**src/rtl/sfx_pkg.sv**
```systemverilog
// Shared defaults and arbiter state encoding for the sound-effect arbiter.
package sfx_pkg;

    localparam int NUM_SRC_DEF    = 4;
    localparam int GAP_CYCLES_DEF = 50000;
    localparam int PWM_DIV_DEF    = 16;

    typedef enum logic [1:0] {
        ST_IDLE = 2'd0,
        ST_PLAY = 2'd1,
        ST_GAP  = 2'd2
    } arb_state_t;

endpackage

```
**src/rtl/pwm_gate.sv**
```systemverilog
// Volume gate: a prescaled 3-bit ramp compared against the volume level.
module pwm_gate
    import sfx_pkg::*;
#(
    parameter int PWM_DIV = PWM_DIV_DEF
) (
    input  logic       clk,
    input  logic       reset,
    input  logic [2:0] volume,
    output logic       pwm_on
);

    localparam int PRE_W = (PWM_DIV > 1) ? $clog2(PWM_DIV) : 1;

    logic [PRE_W-1:0] prescaler;
    logic [2:0]       pwm_cnt;

    // NOTE: sequential state uses non-blocking assignments so every register
    // samples pre-edge values and simulation matches the synthesized flops.
    always_ff @(posedge clk or posedge reset) begin
        if (reset) begin
            prescaler <= '0;
            pwm_cnt   <= '0;
        end else if (prescaler == PRE_W'(PWM_DIV - 1)) begin
            prescaler <= '0;
            pwm_cnt   <= pwm_cnt + 3'd1;
        end else begin
            prescaler <= prescaler + 1'b1;
        end
    end

    // Volume 0 never enables; volume 7 enables 7 of the 8 ramp steps.
    assign pwm_on = (pwm_cnt < volume);

endmodule

```
**src/rtl/audio_arbiter.sv**
```systemverilog
// Priority arbiter for sound-effect sources sharing one speaker pin, with a
// silence gap between grants and PWM volume gating of the granted waveform.
module audio_arbiter
    import sfx_pkg::*;
#(
    parameter int NUM_SRC    = NUM_SRC_DEF,
    parameter int GAP_CYCLES = GAP_CYCLES_DEF,
    parameter int PWM_DIV    = PWM_DIV_DEF,
    localparam int IDX_W     = (NUM_SRC > 1) ? $clog2(NUM_SRC) : 1
) (
    input  logic               clk,
    input  logic               reset,
    input  logic [NUM_SRC-1:0] sfx_active,
    input  logic [NUM_SRC-1:0] sfx_wave,
    input  logic [2:0]         volume,
    input  logic               mute,
    output logic               speaker_out,
    output logic [IDX_W-1:0]   grant_idx,
    output logic               busy
);

    localparam int GAP_W = (GAP_CYCLES > 1) ? $clog2(GAP_CYCLES) : 1;
    localparam logic [IDX_W-1:0] TOP_IDX = IDX_W'(NUM_SRC - 1);

    arb_state_t       state;
    logic [GAP_W-1:0] gap_cnt;
    logic             any_req;
    logic [IDX_W-1:0] top_req;
    logic             pwm_on;

    pwm_gate #(.PWM_DIV(PWM_DIV)) u_pwm_gate (
        .clk    (clk),
        .reset  (reset),
        .volume (volume),
        .pwm_on (pwm_on)
    );

    // NOTE: every always_comb output gets a default first so no path can
    // leave it unassigned and infer a latch.
    always_comb begin
        any_req = 1'b0;
        top_req = '0;
        for (int i = 0; i < NUM_SRC; i++) begin
            if (sfx_active[i]) begin
                any_req = 1'b1;
                top_req = IDX_W'(i);
            end
        end
    end

    always_ff @(posedge clk or posedge reset) begin
        if (reset) begin
            state       <= ST_IDLE;
            grant_idx   <= '0;
            gap_cnt     <= '0;
            speaker_out <= 1'b0;
        end else begin
            speaker_out <= (state == ST_PLAY) & sfx_wave[grant_idx] & pwm_on & ~mute;
            case (state)
                ST_IDLE: begin
                    if (any_req) begin
                        state     <= ST_PLAY;
                        grant_idx <= top_req;
                    end
                end
                ST_PLAY: begin
                    // Preemption is checked first so a simultaneous drop of the
                    // current source hands over directly without a gap.
                    if (any_req && (top_req > grant_idx)) begin
                        grant_idx <= top_req;
                    end else if (!sfx_active[grant_idx]) begin
                        state   <= ST_GAP;
                        gap_cnt <= GAP_W'(GAP_CYCLES - 1);
                    end
                end
                ST_GAP: begin
                    if (sfx_active[NUM_SRC-1]) begin
                        state     <= ST_PLAY;
                        grant_idx <= TOP_IDX;
                        gap_cnt   <= '0;
                    end else if (gap_cnt == '0) begin
                        state     <= ST_IDLE;
                        grant_idx <= '0;
                    end else begin
                        gap_cnt <= gap_cnt - 1'b1;
                    end
                end
                default: state <= ST_IDLE;
            endcase
        end
    end

    assign busy = (state == ST_PLAY);

endmodule

```
**config.mk**
```make
export PLATFORM = sky130hd
export DESIGN_NAME = audio_arbiter
export DESIGN_NICKNAME = d
export VERILOG_FILES = /design/src/rtl/sfx_pkg.sv /design/src/rtl/pwm_gate.sv /design/src/rtl/audio_arbiter.sv
export SDC_FILE = /design/constraint.sdc
export NUM_CORES = 1
export LEC_CHECK = 0
export BUFFER_PORTS_ARGS = -buffer_cell sky130_fd_sc_hd__buf_2
export CORE_MARGIN = 5
export CORE_UTILIZATION = 52
export DETAILED_ROUTE_END_ITERATION = 10
export GPL_ROUTABILITY_DRIVEN = 0
export GPL_TIMING_DRIVEN = 0
export MAX_ROUTING_LAYER = met4
export PLACE_DENSITY = 0.75
export SYNTH_ARGS = -nofsm -noshare
export SYNTH_HDL_FRONTEND = slang
export SYNTH_SLANG_ARGS = --single-unit
```
**constraint.sdc**
```tcl
create_clock -name clk -period 2.55 [get_ports clk]
set_input_delay 0.51 -clock clk [delete_from_list [all_inputs] [get_ports clk]]
set_output_delay 0.51 -clock clk [all_outputs]
set_load 0.02 [all_outputs]
```
==> impl_metrics.py <==
metrics = {
    "run_status": {
        "outcome": "finished with violations",
        "failed_checks": "negative setup slack",
    },
    "clock_network": {
        "cts_root_buffer": "sky130_fd_sc_hd__clkbuf_4",
        "ctsLongestPathBuffers": 2,
        "cts.sinks": 28,
        "cts_inserted_buffers": 3,
        "later_pin_clock_latency_in_the_skew_report_ns": 0.33,
        "path_clk_slew_ns": 0.15,
        "tritoncts": "built",
        "clock_tree.htree_level_count": 1,
        "cts_hold_buffers": 0,
    },
    "critical_path": {
        "crit_path_max_fanout": 6,
        "crit_path_top_delay_cell": "sky130_fd_sc_hd__or4b_4",
        "max_stage_delay_ns": 0.54,
        "worstSetupPathType": "flop to flop",
        "capturing_point_of_the_worst_reg2reg_path": "gap_cnt[14]",
        "regToRegSetupSlack_ns": -0.005,
        "start_kind": "flop",
        "critical_path_endpoint_category": "flop",
        "cpLargestDelayFamily": "simple AND/OR/NAND/NOR gates",
        "worstPathBufferInverterCount": 2,
        "critPathRequiredTime_ns": 2.78,
        "rr_startpoint": "gap_cnt[1]",
        "path_cells": "inv_1, ha_2, or3b_1, buf_6, or4b_4, o31a_1, a311o_1, a22o_1",
        "worstRegToRegCells": 8,
        "worstPathArrival_ns": 2.79,
    },
    "timing": {
        "finalSetupViolations": 1,
        "final.period_utilization_pct": 100,
        "pnr_worst_setup_slack_ns": -0.00467,
        "tightest_slew_ns": 1.04,
        "rsz_0062_raised_after_global_routing": "yes",
        "max_slew_margin_pct": 30.5,
        "fmax_ghz": 0.391,
        "worst_clock_skew_ns": 0.00736,
        "number_of_hold_slack_violations_in_the_final_timing_report": 0,
        "period_minus_slack_ns": 2.55,
        "final_max_slew_viol_count": 0,
    },
    "floorplanning": {
        "initial_cell_density_of_the_core_pct": 53.8,
        "die_h_um": 66.0,
        "coreArea_mm2": 0.00303,
        "die-area_mm2": 0.00435,
        "rows": 20,
        "number_of_top_level_design_ports": 18,
        "dieWidth_um": 66.0,
    },
    "final_layout": {
        "multi_input_area_um2": 870,
        "finish.utilization_pct": 62.1,
        "layout.cells.most_common_list": "sky130_fd_sc_hd__dfrtp_1 (28), sky130_fd_sc_hd__buf_2 (18), sky130_fd_sc_hd__nand2_1 (13)",
        "most_common_cell_after_layout_fill_and_taps_aside": "sky130_fd_sc_hd__dfrtp_1",
        "area_growth_syn_to_layout_pct": 15.4,
        "final_layout_size_suffix_gt1_share_pct": 22.5,
        "fillers": 250,
        "seqCellArea_um2": 701,
        "final_cells": 235,
        "n_antenna_cell": 0,
        "final_net_count": 213,
    },
    "global_route": {
        "grt_pass1_vias": 1394,
        "global_route_wire_length_before_repair_mm": 6.40,
        "grt_usage_pct": 19.3,
        "pin_count_of_the_biggest_net_entering_global_routing": 29,
        "grt_antenna_before_repair": 0,
        "overflow": 0,
    },
    "worst_hold_path": {
        "origin_of_the_worst_min_delay_path": "mute",
        "timing.hold.worst_endpoint": "speaker_out",
        "min-delay-path-class": "input pin to flop",
        "holdPathStages": 2,
    },
    "power": {
        "power.switching_fraction_pct": 38.4,
        "p_int_uw": 1000,
        "p_total_mw": 1.62,
        "peakVddDrop_uv": 394,
        "p_leak_nw": 0.831,
        "p_clk_share_pct": 13.3,
        "pwr-share-comb_pct": 46.6,
        "power_frac_seq_pct": 40.1,
        "cellPowerDensity_mw_per_mm2": 864,
        "p_switching_uw": 623,
    },
    "job": {
        "max_cap_violations": 0,
    },
    "drt": {
        "num_vias": 1361,
        "routed_wire_length_per_instance_um": 14.9,
        "drtPass1Iterations": 4,
        "postRouteWirelength_mm": 3.51,
        "detail_route.vias_per_cell": 5.79,
        "drt_iter0_markers": 69,
        "antenna_violating_nets_post_route": 0,
        "detail_route.drc_violations": 0,
    },
    "placement": {
        "hpwl_mm": 2.60,
        "numPlacedInstances": 224,
        "io_buffer_count": 17,
    },
    "synth": {
        "synth.cell_area_mm2": 0.00163,
        "synth-seq-cells": 28,
        "yosysWarnings": 0,
        "seq_area_frac_synth_pct": 43.0,
        "synthDistinctLibCells": 43,
        "syn-num-nets": 184,
        "synth_cells": 163,
        "avgSynthCellArea_um2": 9.99,
    },
}
[final cells by class]
type,instances,area share (%)
plain buffers,6,2.06
multi-input cells,118,46.3
inverters,11,2.20
repair buffers,24,7.32
flip-flops and latches,28,37.3
well taps,44,2.93
clock buffers,4,1.93
[sequential cells by signal, indices dropped and copies added (netlist names)]
signal,flops
speaker_out,1
u_pwm_gate.pwm_cnt,3
state,2
gap_cnt,16
u_pwm_gate.prescaler,4
grant_idx,2
[per-layer routing]
metal	track usage, %	part of all wire (%)
met4	8.12	1.3
met2	29.8	49
met3	2.72	4.2
met1	25.7	45
met5	-	0
[power by group through the flow]
stage                     Combinational (mW)  Sequential, mW  Clock, mW
final                                  0.756           0.652      0.216
after global routing                   0.842           0.673      0.247
after CTS                              0.728           0.648      0.221
after detailed placement               0.691           0.661          0
after global placement                 0.663           0.653          0
after floorplan                        0.518           0.655          0
[cell families after synthesis]
| kind of cell | after synthesis | synth area share [%] |
|---|---|---|
| and+or+nand+nor | 51 | 16.9 |
| AOI/OAI and AO/OA | 46 | 20.6 |
| DFF | 28 | 43.0 |
| buffers and inverters | 17 | 4.15 |
| muxes | 10 | 7.83 |
| adders and majority gates | 7 | 5.38 |
| xor gates and xnor gates | 4 | 2.15 |
[per-stage QoR]
| stage | cell area [µm²] | TNS (ns) | worst slack, ns | hold slack (ns) |
|---|---|---|---|---|
| 2_1_floorplan | 1630 | 0 | 0.0556 | 0.449 |
| 3_3_place_gp | 1770 | -0.899 | -0.166 | 0.464 |
| 3_5_place_dp | 1770 | -1.34 | -0.184 | 0.484 |
| 4_1_cts | 1840 | 0 | 0.00598 | 0.315 |
| 5_1_grt | 1880 | -0.285 | -0.0812 | 0.303 |
| 6_report | 1880 | -0.00467 | -0.00467 | 0.322 |
[worst max-delay path by stage]
stage | from | endpoint | slack [ns] | cells past startpoint
global route | gap_cnt[0] | gap_cnt[14] | -0.08 | 8
floorplan | gap_cnt[0] | gap_cnt[14] | 0.06 | 8
detailed placement | sfx_active[3] | gap_cnt[8] | -0.18 | 9
finish | gap_cnt[1] | gap_cnt[14] | -0.005 | 8
global placement | sfx_active[3] | gap_cnt[14] | -0.17 | 9
CTS | gap_cnt[0] | gap_cnt[14] | 0.006 | 8
[repair_timing]
| action | 4_1_cts | 5_1_grt |
|---|---|---|
| setup endpoints to repair | 16 | 14 |
| pin swaps | 2 | 0 |
| gates resized for setup | 1 | 10 |
| setup buffers | 5 | 2 |
[cell usage after synthesis]
cell type	number	share of area, %
sky130_fd_sc_hd__dfrtp_1	28	43
sky130_fd_sc_hd__nand2_1	13	3.0
sky130_fd_sc_hd__inv_1	11	2.5
sky130_fd_sc_hd__a22o_1	9	4.8
sky130_fd_sc_hd__a21oi_1	8	2.5
sky130_fd_sc_hd__nor2_1	8	1.8
sky130_fd_sc_hd__ha_1	7	5.4
sky130_fd_sc_hd__o21ai_0	7	2.2
sky130_fd_sc_hd__mux2i_1	6	3.7
sky130_fd_sc_hd__nand3_1	5	1.5
sky130_fd_sc_hd__o211ai_1	4	1.8
sky130_fd_sc_hd__a22oi_1	3	1.4
sky130_fd_sc_hd__buf_2	3	0.92
sky130_fd_sc_hd__clkbuf_1	3	0.69
sky130_fd_sc_hd__nand2b_1	3	1.2
sky130_fd_sc_hd__nor2b_1	3	1.2
sky130_fd_sc_hd__or2_2	3	1.2
sky130_fd_sc_hd__or3_1	3	1.2
sky130_fd_sc_hd__or4_1	3	1.4
sky130_fd_sc_hd__xnor2_1	3	1.6
sky130_fd_sc_hd__a2bb2oi_1	2	1.1
sky130_fd_sc_hd__a31oi_1	2	0.77
sky130_fd_sc_hd__mux4_2	2	2.8
sky130_fd_sc_hd__nor3_1	2	0.61
sky130_fd_sc_hd__nor4_1	2	0.77
sky130_fd_sc_hd__o22ai_1	2	0.77
sky130_fd_sc_hd__o31ai_1	2	0.92
sky130_fd_sc_hd__a21boi_0	1	0.46
sky130_fd_sc_hd__a311o_1	1	0.61
sky130_fd_sc_hd__and2_1	1	0.38
sky130_fd_sc_hd__mux2_1	1	0.69
sky130_fd_sc_hd__mux2_2	1	0.69
sky130_fd_sc_hd__nand3b_1	1	0.46
sky130_fd_sc_hd__nand4_1	1	0.38
sky130_fd_sc_hd__nor4b_1	1	0.54
sky130_fd_sc_hd__o21a_1	1	0.46
sky130_fd_sc_hd__o21ai_4	1	1.0
sky130_fd_sc_hd__o31a_1	1	0.54
sky130_fd_sc_hd__o31ai_2	1	0.77
sky130_fd_sc_hd__o41ai_1	1	0.54
sky130_fd_sc_hd__or3b_1	1	0.54
sky130_fd_sc_hd__or4b_4	1	0.84
sky130_fd_sc_hd__xor2_1	1	0.54
(Power assumes the default switching activity.)
